--- src/rtl/ikbd_acia_rx.sv ---
// ikbd_acia_rx -- host-side 8N1 serial receiver (6850 ACIA receive half)
// for the keyboard controller's SCI TxD line, with a small
// first-word-fall-through byte FIFO and sticky error flags.
//
// Ports:
//   clk        system clock, all logic on the rising edge
//   res        asynchronous active-high reset
//   rxd        serial input, idle high, asynchronous to clk
//   rx_rd      pop request; ignored while the FIFO is empty
//   rx_data    FIFO head byte (meaningful while rx_valid=1)
//   rx_valid   FIFO not empty
//   rx_count   entries held, 0..DEPTH
//   err_clr    clears frame_err and overrun (a coincident set wins)
//   frame_err  sticky: a stop bit was sampled low
//   overrun    sticky: a byte arrived while the FIFO was full
//   busy       receiver FSM is not idle
module ikbd_acia_rx #(
  parameter int unsigned CLKS_PER_BIT = 256,
  parameter int unsigned DEPTH        = 4
) (
  input  logic                     clk,
  input  logic                     res,
  input  logic                     rxd,
  input  logic                     rx_rd,
  output logic [7:0]               rx_data,
  output logic                     rx_valid,
  output logic [$clog2(DEPTH):0]   rx_count,
  input  logic                     err_clr,
  output logic                     frame_err,
  output logic                     overrun,
  output logic                     busy
);

  localparam int unsigned AW = $clog2(DEPTH);
  localparam int unsigned CW = $clog2(CLKS_PER_BIT);
  localparam logic [CW-1:0] HALF_M1 = CW'(CLKS_PER_BIT / 2 - 1);
  localparam logic [CW-1:0] FULL_M1 = CW'(CLKS_PER_BIT - 1);
  localparam logic [AW:0]   FULL_CNT = (AW + 1)'(DEPTH);

  typedef enum logic [2:0] {
    S_IDLE,
    S_START,
    S_DATA,
    S_STOP,
    S_BREAK
  } state_t;

  state_t          r_state, w_state_n;
  logic            r_sync1, r_rxs;
  logic [CW-1:0]   r_cnt, w_cnt_n;
  logic [2:0]      r_bit, w_bit_n;
  logic [7:0]      r_shift, w_shift_n;
  logic            w_push, w_ferr_set;

  logic [7:0]      r_mem [DEPTH];
  logic [AW-1:0]   r_wr, r_rd;
  logic [AW:0]     r_count;
  logic            w_pop, w_full, w_push_ok, w_ovr_set;

  // Two-flop synchroniser; idle level is high.
  always_ff @(posedge clk or posedge res) begin
    if (res) begin
      r_sync1 <= 1'b1;
      r_rxs   <= 1'b1;
    end else begin
      r_sync1 <= rxd;
      r_rxs   <= r_sync1;
    end
  end

  always_ff @(posedge clk or posedge res) begin
    if (res) begin
      r_state <= S_IDLE;
      r_cnt   <= '0;
      r_bit   <= '0;
      r_shift <= '0;
    end else begin
      r_state <= w_state_n;
      r_cnt   <= w_cnt_n;
      r_bit   <= w_bit_n;
      r_shift <= w_shift_n;
    end
  end

  always_comb begin
    w_state_n  = r_state;
    w_cnt_n    = r_cnt + CW'(1);
    w_bit_n    = r_bit;
    w_shift_n  = r_shift;
    w_push     = 1'b0;
    w_ferr_set = 1'b0;
    unique case (r_state)
      S_IDLE: begin
        // Counter is held at zero so START always begins from a clean count.
        w_cnt_n = '0;
        if (!r_rxs) w_state_n = S_START;
      end
      S_START: begin
        if (r_cnt == HALF_M1) begin
          w_cnt_n = '0;
          if (r_rxs) begin
            w_state_n = S_IDLE;
          end else begin
            w_bit_n   = '0;
            w_state_n = S_DATA;
          end
        end
      end
      S_DATA: begin
        if (r_cnt == FULL_M1) begin
          w_cnt_n          = '0;
          w_shift_n[r_bit] = r_rxs;
          w_bit_n          = r_bit + 3'd1;
          if (r_bit == 3'd7) w_state_n = S_STOP;
        end
      end
      S_STOP: begin
        if (r_cnt == FULL_M1) begin
          w_cnt_n = '0;
          if (r_rxs) begin
            w_push    = 1'b1;
            w_state_n = S_IDLE;
          end else begin
            w_ferr_set = 1'b1;
            w_state_n  = S_BREAK;
          end
        end
      end
      S_BREAK: begin
        w_cnt_n = '0;
        if (r_rxs) w_state_n = S_IDLE;
      end
      default: begin
        w_cnt_n   = '0;
        w_state_n = S_IDLE;
      end
    endcase
  end

  // A pop frees the slot the simultaneous push needs, so full+pop still accepts.
  assign w_pop     = rx_rd && (r_count != '0);
  assign w_full    = (r_count == FULL_CNT);
  assign w_push_ok = w_push && (!w_full || w_pop);
  assign w_ovr_set = w_push && w_full && !w_pop;

  always_ff @(posedge clk or posedge res) begin
    if (res) begin
      for (int unsigned i = 0; i < DEPTH; i++) r_mem[i] <= '0;
      r_wr    <= '0;
      r_rd    <= '0;
      r_count <= '0;
    end else begin
      if (w_push_ok) begin
        r_mem[r_wr] <= r_shift;
        r_wr        <= r_wr + AW'(1);
      end
      if (w_pop) r_rd <= r_rd + AW'(1);
      unique case ({w_push_ok, w_pop})
        2'b10:   r_count <= r_count + (AW + 1)'(1);
        2'b01:   r_count <= r_count - (AW + 1)'(1);
        default: r_count <= r_count;
      endcase
    end
  end

  always_ff @(posedge clk or posedge res) begin
    if (res) begin
      frame_err <= 1'b0;
      overrun   <= 1'b0;
    end else begin
      if (w_ferr_set)   frame_err <= 1'b1;
      else if (err_clr) frame_err <= 1'b0;
      if (w_ovr_set)    overrun   <= 1'b1;
      else if (err_clr) overrun   <= 1'b0;
    end
  end

  assign rx_data  = r_mem[r_rd];
  assign rx_valid = (r_count != '0);
  assign rx_count = r_count;
  assign busy     = (r_state != S_IDLE);

endmodule

--- config.mk ---
export PLATFORM = sky130hd
export DESIGN_NAME = ikbd_acia_rx
export DESIGN_NICKNAME = d
export VERILOG_FILES = /design/src/rtl/ikbd_acia_rx.sv
export SDC_FILE = /design/constraint.sdc
export NUM_CORES = 1
export LEC_CHECK = 0
export BUFFER_PORTS_ARGS = -buffer_cell sky130_fd_sc_hd__clkbuf_2
export CAP_MARGIN = 10
export CORE_UTILIZATION = 60
export DETAILED_ROUTE_END_ITERATION = 10
export PLACE_DENSITY = 0.82
export SYNTH_ARGS = -nofsm -noshare
export SYNTH_HDL_FRONTEND = slang
export SYNTH_SLANG_ARGS = --single-unit
--- constraint.sdc ---
create_clock -name clk -period 3.35 [get_ports clk]
set_clock_uncertainty 0.1 [all_clocks]
set_input_delay 0.1675 -clock clk [delete_from_list [all_inputs] [get_ports clk]]
set_output_delay 0.1675 -clock clk [all_outputs]
set_load 0.05 [all_outputs]
==> results.json, run 1 <==
{
  "routabilityCongestion": 0.834,
  "reg2reg_slack_ns": 0.60,
  "mostFrequentLayoutCell": "dfrtp_1",
  "antenna_found_initial": 0,
  "dp_hpwl_mm": 3.70,
  "ys_seq_area_share_pct": 52.6,
  "drtIter0Drc": 106,
  "htree_levels": 3,
  "core-area_sq_um": 4850,
  "async_flop_share_pct": 100,
  "max_slew_margin_pct": 40.3,
  "finalCoreUtilization_pct": 70.9,
  "required_ns": 3.47,
  "synth-seq-cells": 65,
  "syn_nets": 249,
  "p_leak_nw": 1.70,
  "synth_top_area_cell": "dfrtp_1",
  "cts.sinks": 65,
  "crit_family": "simple AND/OR/NAND/NOR gates",
  "hold_viol_final": 0,
  "hold_start": "rx_rd",
  "die_w_um": 73.8,
  "syn_area_per_cell_sq_um": 13.2,
  "rsz0062_at_grt": "false",
  "portBuffers": 19,
  "mostFrequentLayoutCells": "dfrtp_1 (63), mux2_2 (38), clkbuf_2 (19)",
  "viasPerCell": 5.71,
  "holdPathStages": 3,
  "antenna_cells": 0,
  "synth_cells": 235,
  "finalCritPeriodShare_pct": 82.0,
  "start_util_pct": 63.9,
  "setup_tns_ns": 0,
  "slowest_stage": "or3_2",
  "fin_total_pwr_mw": 1.74,
  "cp.arrival_ns": 2.87,
  "grt_pass1_vias": 1898,
  "max_freq_ghz": 0.364,
  "worstPathCellList": "ha_1 -> nand4_4 -> or2_1 -> or3_2 -> ha_1 -> inv_1 -> fa_1 -> xor2_1 -> nor2_1 -> xor2_1",
  "worst_slew_pin_slew_ns": 0.895,
  "layout-drive-gt1-share_pct": 36.6,
  "crit_buf_inv": 1,
  "wl_per_cell_um": 16.0,
  "yosys_warnings": 0,
  "start_kind": "flip-flop",
  "dieArea_sq_um": 5450,
  "path_class": "reg -> reg",
  "syn-cell-area_sq_um": 3100,
  "grt_max_degree": 45,
  "crit_cells": 10,
  "cts_root_buffer": "clkbuf_8",
  "cts_resized": 0,
  "ios": 20,
  "vias": 1895,
  "synth_area_leaders": "dfrtp_1 (51%), mux2_2 (14%), mux4_2 (5.8%)",
  "detail_route.wirelength_mm": 5.32,
  "reg2reg_to": "rx_count[2]",
  "setup_violations": 0,
  "clk_pin_slew_worst_paths_ns": 0.07,
  "synthFlopType": "dfrtp_1",
  "dpl_cell_area_sq_um": 3240,
  "rr_worst_depth": 10,
  "hp-class": "in -> reg",
  "status": "complete, no violations",
  "fp.dieH_um": 73.8,
  "ir_worst_vdd_mv": 0.406,
  "cts_buffers": 9,
  "crit_end": "rx_count[2]",
  "reg2reg_from": "r_cnt[0]",
  "layout.nets": 274,
  "fin_area_sq_um": 3440,
  "synth_edf_count": 0,
  "clockBufferDepth": 2,
  "dr.pass1.iters": 4,
  "synth_top_area_share_pct": 50.9,
  "crit_path_end_kind": "flip-flop",
  "slew_viol_final": 0,
  "ys_types": 50,
  "p_per_area_nw_per_um2": 505,
  "cap_viol_max_count": 0,
  "clock_latency_ns": 0.33,
  "tritoncts": "yes",
  "worstPathMaxFanout": 10,
  "core.rowCount": 25,
  "max_stage_delay_ns": 0.51,
  "syn_to_final_growth_pct": 11.0,
  "finalCriticalPeriod_ns": 2.75,
  "grt_overflow": 0,
  "crit_start": "r_cnt[0]",
  "track_usage_pct": 23.5,
  "grt_pass1_wl_mm": 9.22,
  "drc": 0,
  "final_antenna_net_count": 0
}
## cell usage after synthesis (2+ instances only)
master and count:
dfrtp_1 63, mux2_2 38, nor2_1 14, inv_1 12, ha_1 8, mux4_2 8, nand3_1 8, nand2_1 7
xnor2_1 7, xor2_1 7, nor3_1 6, clkbuf_1 4, nand2_2 4, nor4_1 4, or3_1 3, a21o_1 2
a21oi_1 2, a32o_1 2, dfstp_2 2, nand2b_1 2, nor3b_1 2, nor4b_1 2
## layer usage
layer | global-route usage [%] | share of wire, % | up-vias
met5 | 0 | 0 | -
li1 | - | - | 889
met2 | 36.9 | 49 | 31
met3 | 4.12 | 2.4 | 11
met4 | 11.5 | 2.0 | 0
met1 | 31.8 | 47 | 964
## area by class of cell
cell class | instances | area (sq um)
Clock buffer | 10 | 138
Multi-Input combinational cell | 149 | 1380
Timing Repair Buffer | 23 | 133
Clock inverter | 6 | 33.8
Sequential cell | 65 | 1630
Inverter | 12 | 45.0
Fill cell | 354 | 1410
Tap cell | 67 | 83.8
## worst min path at each step
stage          endpoint  slack, ns
2_1_floorplan   r_sync1       0.07
3_3_place_gp    r_sync1       0.16
3_5_place_dp    r_sync1       0.16
4_1_cts         overrun       0.12
5_1_grt         overrun       0.14
6_report        overrun       0.13
## tightest hold or removal path: stages
cell and delay (ns):
clkbuf_2 0.09, nor4b_1 0.09, a22o_1 0.18
## cells by family (layout without fill, tap and decap cells)
kind of cell,after synthesis,after routing,share of synthesized area (%)
buffers and inverters,21,51,2.99
adder cells (fa/ha/maj),9,9,3.88
multiplexers,49,49,20.8
AND/OR/NAND/NOR,63,63,12.3
XOR/XNOR,14,14,3.96
AO/OA/AOI/OAI,14,14,3.47
flip-flops,65,65,52.6
## flip-flops by register name, indices dropped and copies added (netlist names), 2 cells and up
signal	flops
r_rd	2
r_cnt	8
r_mem	32
r_shift	8
r_state	3
rx_count	3
r_bit	3
r_wr	2
## timing repair
item | in CTS | in global routing
setup buffers | 0 | 0
hold buffers | 3 | 0
hold endpoints to repair | 43 | 0
## power breakdown
| part | internal (mW) | leakage [nW] | switching [mW] |
|---|---|---|---|
| sequential | 0.819 | 0.875 | 0.0822 |
| clock | 0.283 | 0.0956 | 0.288 |
| combinational | 0.106 | 0.734 | 0.159 |
## through the flow
stage,hold slack [ns],setup WS [ns],std cells
5_1_grt,0.144,0.380,332
4_1_cts,0.116,0.575,332
3_3_place_gp,0.155,0.646,313
2_1_floorplan,0.0720,0.722,235
3_5_place_dp,0.158,0.593,313
6_report,0.129,0.602,332
Note: power is estimated with default switching activity, not from simulation.
==> run 2, diff against run 1 <==
==> constraint.sdc (replaced) <==
create_clock -name clk -period 2.86 [get_ports clk]
set_clock_uncertainty 0.1 [all_clocks]
set_input_delay 0.143 -clock clk [delete_from_list [all_inputs] [get_ports clk]]
set_output_delay 0.143 -clock clk [all_outputs]
set_load 0.05 [all_outputs]
==> run 2 against run 1 <==
Global-route usage fell by 0.64 points. Setup slack got worse by 0.36 ns. Sequential share of layout area fell by 1.1 points. Combinational power rose by 21%. Power rose by 28%. Routed wire length rose by 1.2%. Die area did not move. Hold slack got worse by 0.0013 ns. Clock power rose by 48%. Final cell count rose by 0.60%. Flip-flop and latch count did not move.
==> results.json, run 2 (synthesis results as in run 1) <==
{
  "status": "complete, no violations",
  "crit_start": "r_cnt[0]",
  "hp-class": "in -> reg",
  "reg.largest.list": "r_mem: 32 flops, r_cnt: 8 flops, r_shift: 8 flops",
  "max_stage_delay_ns": 0.48,
  "die_w_um": 73.8,
  "rr_worst_depth": 10,
  "antenna_cells": 0,
  "grt_max_degree": 46,
  "reg2reg_from": "r_cnt[0]",
  "syn_to_final_growth_pct": 13.6,
  "cap_viol_max_count": 0,
  "antenna_found_initial": 0,
  "final_antenna_net_count": 0,
  "placed_cells": 315,
  "vias": 1906,
  "fp.dieH_um": 73.8,
  "layout-drive-gt1-share_pct": 37.1,
  "required_ns": 2.99,
  "dr.pass1.iters": 4,
  "cp.arrival_ns": 2.74,
  "drtIter0Drc": 140,
  "reg2reg_slack_ns": 0.24,
  "cts.sinks": 65,
  "worstPathMaxFanout": 9,
  "viasPerCell": 5.71,
  "clk_pin_slew_worst_paths_ns": 0.07,
  "reg2reg_to": "rx_count[2]",
  "max_slew_margin_pct": 57.0,
  "drc": 0,
  "slowest_stage": "or3_2",
  "fin_cells": 334,
  "mostFrequentLayoutCells": "dfrtp_1 (63), mux2_2 (38), clkbuf_2 (19)",
  "path_class": "reg -> reg",
  "track_usage_pct": 22.9,
  "grt_overflow": 0,
  "largest_reg_flops": 32,
  "rsz0062_at_grt": "false",
  "cts_root_buffer": "clkbuf_8",
  "core.rowCount": 25,
  "worstPathCellList": "ha_1 -> nand4_4 -> or2_1 -> or3_2 -> ha_1 -> inv_1 -> fa_1 -> xor2_1 -> nor2_1 -> xor2_1",
  "portBuffers": 19,
  "ir_worst_vdd_mv": 0.491,
  "grt_pass1_wl_mm": 9.00,
  "crit_end": "rx_count[2]",
  "top_register": "r_mem",
  "post_cts_buffers": 0,
  "grt_pass1_vias": 1946,
  "hold_viol_final": 0,
  "finalCritPeriodShare_pct": 91.5,
  "dieArea_sq_um": 5450,
  "crit_family": "simple AND/OR/NAND/NOR gates",
  "clockBufferDepth": 2,
  "setup_tns_ns": 0,
  "cts_buffers": 9,
  "layout.nets": 276,
  "crit_buf_inv": 1,
  "slew_viol_final": 0,
  "p_leak_nw": 1.73,
  "ios": 20,
  "crit_cells": 10,
  "wl_per_cell_um": 16.1,
  "worst_slew_pin_slew_ns": 0.637,
  "core-area_sq_um": 4850,
  "tritoncts": "yes",
  "finalCriticalPeriod_ns": 2.62,
  "start_util_pct": 63.9,
  "routabilityCongestion": 0.815,
  "crit_path_end_kind": "flip-flop",
  "p_per_area_nw_per_um2": 632,
  "detail_route.wirelength_mm": 5.38,
  "htree_levels": 3,
  "setup_violations": 0,
  "mostFrequentLayoutCell": "dfrtp_1",
  "dp_hpwl_mm": 3.76,
  "max_freq_ghz": 0.382,
  "start_kind": "flip-flop",
  "cts_resized": 0,
  "clock_latency_ns": 0.34
}
[run 2: cell types whose count changed in the layout (fill, tap and decap cells not counted)]
cell,previous run,this run
buf_12,0,1
buf_4,1,2
bufinv_16,0,1
clkbuf_8,10,13
clkinv_2,5,0
clkinvlp_4,0,1
[run 2: report_power, final]
group / total, mW / switching [mW] / internal [mW]
Combinational: 0.321 / 0.190 / 0.131
Clock: 0.844 / 0.345 / 0.499
Sequential: 1.06 / 0.0990 / 0.960
[run 2: area by class of cell]
type | instances | area (sq um)
Sequential cell | 65 | 1630
Multi-Input combinational cell | 149 | 1380
Clock buffer | 13 | 179
Inverter | 12 | 45.0
Fill cell | 334 | 1330
Tap cell | 67 | 83.8
Clock inverter | 3 | 46.3
Timing Repair Buffer | 25 | 160
[run 2: routing by layer]
layer  track usage (%)  share of wire [%]  up-vias
met1              28.1                 45      955
met4              13.0                2.9        0
met2              37.3                 50       37
met3              5.08                2.8       16
li1                  -                  -      898
met5                 0                  0        -
[run 2: timing repair]
| action | in CTS | in global routing |
|---|---|---|
| endpoints found under the hold margin | 22 | 0 |
| setup endpoints to repair | 0 | 0 |
| hold buffers | 3 | 0 |
[run 2: how the worst min path moves through the flow]
stage / slack, ns / startpoint / end / depth (start not counted)
final: 0.13 / rx_rd / r_rd[0] / 3
after floorplan: 0.05 / rxd / r_sync1 / 0
after global placement: 0.06 / res / r_wr[0] / 2
after detailed placement: 0.06 / res / r_wr[0] / 2
after global routing: 0.13 / rx_rd / r_rd[0] / 3
after CTS: 0.11 / rx_rd / r_rd[0] / 3
[run 2: worst reg2reg max path: cells and delay by family, from the launching register on]
kind | cells | cell delay [ns]
buf+inv | 1 | 0.07
simple gates | 4 | 1.01
fa+ha+maj | 3 | 0.66
flops | 1 | 0.38
xor+xnor | 2 | 0.29
[run 2: metrics by stage]
step / worst slack (ns) / utilization [%] / hold WS, ns / power [mW] / area (sq um)
floorplan: 0.232 / - / 0.0475 / 1.31 / 3100
global placement: 0.318 / 67.3 / 0.0579 / 1.38 / 3260
detailed placement: 0.267 / 67.3 / 0.0615 / 1.39 / 3260
CTS: 0.231 / 72.6 / 0.111 / 2.24 / 3520
global route: 0.0761 / 72.6 / 0.133 / 2.31 / 3520
finish: 0.243 / 72.6 / 0.128 / 2.22 / 3520
==> run 3, diff against run 2 <==
--- a/config.mk
+++ b/config.mk
@@ -5,6 +5,7 @@
 export SDC_FILE = /design/constraint.sdc
 export NUM_CORES = 1
 export LEC_CHECK = 0
+export ABC_AREA = 1
 export BUFFER_PORTS_ARGS = -buffer_cell sky130_fd_sc_hd__clkbuf_2
 export CAP_MARGIN = 10
 export CORE_UTILIZATION = 60
==> run 3 against run 2 <==
Non-clock buffer count is 1 lower. Setup slack better by 0.16 ns. Utilization is 2.2 points lower. Power is 24% higher. Highest routed layer unchanged. Critical path type unchanged. Via count is 26% higher. Critical path depth is 1 lower. Combinational power grew to 2.7 times the previous value.
==> results.json, run 3 <==
{
  "async_flop_share_pct": 100,
  "drtIter0Drc": 162,
  "worstPathMaxFanout": 6,
  "fin_cells": 457,
  "synth_area_leaders": "dfrtp_1 (49%), nand2_1 (9.6%), inv_1 (4.3%)",
  "antenna_cells": 0,
  "core-area_sq_um": 5110,
  "synthFlopType": "dfrtp_1",
  "reg.largest.list": "r_mem: 32 flops, r_cnt: 8 flops, r_shift: 8 flops",
  "synth_top_area_share_pct": 49.3,
  "grt_pass1_wl_mm": 9.93,
  "die_w_um": 75.0,
  "max_freq_ghz": 0.407,
  "grt_use_met2_pct": 41.2,
  "holdPathStages": 4,
  "core.rowCount": 26,
  "cap_viol_max_count": 0,
  "vias": 2410,
  "synth_top_area_cell": "dfrtp_1",
  "clockBufferDepth": 2,
  "path_class": "reg -> reg",
  "rr_worst_depth": 9,
  "met1_usage_pct": 29.0,
  "viasPerCell": 5.27,
  "antenna_found_initial": 0,
  "clock_latency_ns": 0.33,
  "cts_resized": 0,
  "slew_viol_final": 0,
  "grtUsageMet3_pct": 4.82,
  "dpl_cell_area_sq_um": 3340,
  "synth_edf_count": 0,
  "mostFrequentLayoutCells": "nand2_1 (82), dfrtp_1 (63), inv_1 (36), nor2_1 (36), o21ai_1 (24)",
  "syn_to_final_growth_pct": 12.4,
  "p_per_area_nw_per_um2": 766,
  "ys_seq_area_share_pct": 51.0,
  "syn_area_per_cell_sq_um": 9.03,
  "ios": 20,
  "layout.nets": 396,
  "register_area_sq_um": 1630,
  "status": "complete, no violations",
  "worst_slew_pin_slew_ns": 0.635,
  "largest_reg_flops": 32,
  "cts_buffers": 9,
  "htree_levels": 3,
  "grt_overflow": 0,
  "p_leak_nw": 1.72,
  "yosys_warnings": 0,
  "ys_types": 26,
  "syn_nets": 368,
  "clk_pin_slew_worst_paths_ns": 0.07,
  "crit_path_end_kind": "flip-flop",
  "rsz0062_at_grt": "false",
  "hp-class": "in -> reg",
  "syn-cell-area_sq_um": 3200,
  "cp.arrival_ns": 2.57,
  "multiInputGateArea_sq_um": 1360,
  "max_slew_margin_pct": 57.7,
  "placed_cells": 438,
  "track_usage_pct": 24.3,
  "synth.most_common_cell": "nand2_1",
  "finalCritPeriodShare_pct": 85.9,
  "hold_viol_final": 0,
  "cts.sinks": 65,
  "detail_route.wirelength_mm": 6.01,
  "dp_hpwl_mm": 4.01,
  "hold_start": "rx_rd",
  "wl_per_cell_um": 13.1,
  "tritoncts": "yes",
  "fp.dieH_um": 75.0,
  "layout-drive-gt1-share_pct": 18.3,
  "setup_violations": 0,
  "netlist_top_cells_count": "nand2_1 (82), dfrtp_1 (63), inv_1 (37)",
  "dieArea_sq_um": 5620,
  "synth_cells": 354,
  "mostFrequentLayoutCell": "nand2_1",
  "cts_root_buffer": "clkbuf_8",
  "fin_area_sq_um": 3590,
  "crit_start": "rx_count[0]",
  "portBuffers": 19,
  "setup_tns_ns": 0,
  "start_kind": "flip-flop",
  "drc": 0,
  "top_register": "r_mem",
  "ir_worst_vdd_mv": 0.466,
  "final_antenna_net_count": 0,
  "dr.pass1.iters": 5,
  "fillers": 389,
  "required_ns": 2.97,
  "post_cts_buffers": 0,
  "routabilityCongestion": 0.855,
  "synth-seq-cells": 65,
  "grt_max_degree": 30,
  "grt_pass1_vias": 2277,
  "start_util_pct": 62.6,
  "reg2reg_from": "rx_count[0]",
  "finalCriticalPeriod_ns": 2.46,
  "grt.busiest_layer": "met2"
}
## run 3: area by class of cell
cell class | instances | area share [%]
Tap cell | 70 | 2.44
Sequential cell | 65 | 45.3
Multi-Input combinational cell | 242 | 37.9
Timing Repair Buffer | 24 | 3.90
Inverter | 40 | 4.18
Clock inverter | 1 | 0.835
Clock buffer | 15 | 5.46
## run 3: worst paths after layout
path / to / slack, ns
min reg2reg: r_rxs / 0.25
max in group asynchronous: r_mem[25] / 1.72
max reg2reg: rx_count[2] / 0.40
min: r_rd[0] / 0.13
min in group asynchronous: rx_count[0] / 0.22
max: rx_count[2] / 0.40
## run 3: critical path, cell delays in order, from the launching register on
cell	delay, ns
dfrtp_1	0.42
nor2_1	0.24
nand3_2	0.27
nand2_1	0.24
ha_1	0.18
inv_1	0.07
fa_1	0.38
a21oi_1	0.15
o21ai_0	0.12
xor2_1	0.16
## run 3: report_power, final
part           total, mW  internal (mW)  switching [mW]
Clock              0.850          0.523           0.328
Combinational      0.856          0.205           0.651
Sequential          1.05          0.960          0.0874
Total               2.75           1.69            1.07
## run 3: cells by family after synthesis
group | synth area share, %
fa+ha+maj | 3.76
flops | 51.0
xor+xnor | 3.01
simple gates | 22.2
compound gates | 13.7
buf+inv | 6.46
## run 3: per-stage QoR
stage          hold slack (ns)  utilization (%)  total power, mW  worst slack [ns]
3_3_place_gp            0.0289             65.4             1.89             0.532
4_1_cts                  0.112             70.4             2.77             0.402
3_5_place_dp            0.0397             65.4             1.91             0.466
5_1_grt                  0.131             70.4             2.88             0.288
6_report                 0.126             70.4             2.75             0.403
2_1_floorplan           0.0475                -             1.72             0.397
## run 3: what timing repair did
item / 4_1_cts / 5_1_grt
hold buffers: 3 / 0
endpoints found under the setup margin: 0 / 0
endpoints found under the hold margin: 20 / 0
## run 3: per-layer routing
layer | part of all wire [%] | wire (um)
met1 | 46 | 2740
met5 | 0 | 0
met2 | 48 | 2870
met3 | 5.2 | 312
met4 | 1.4 | 85
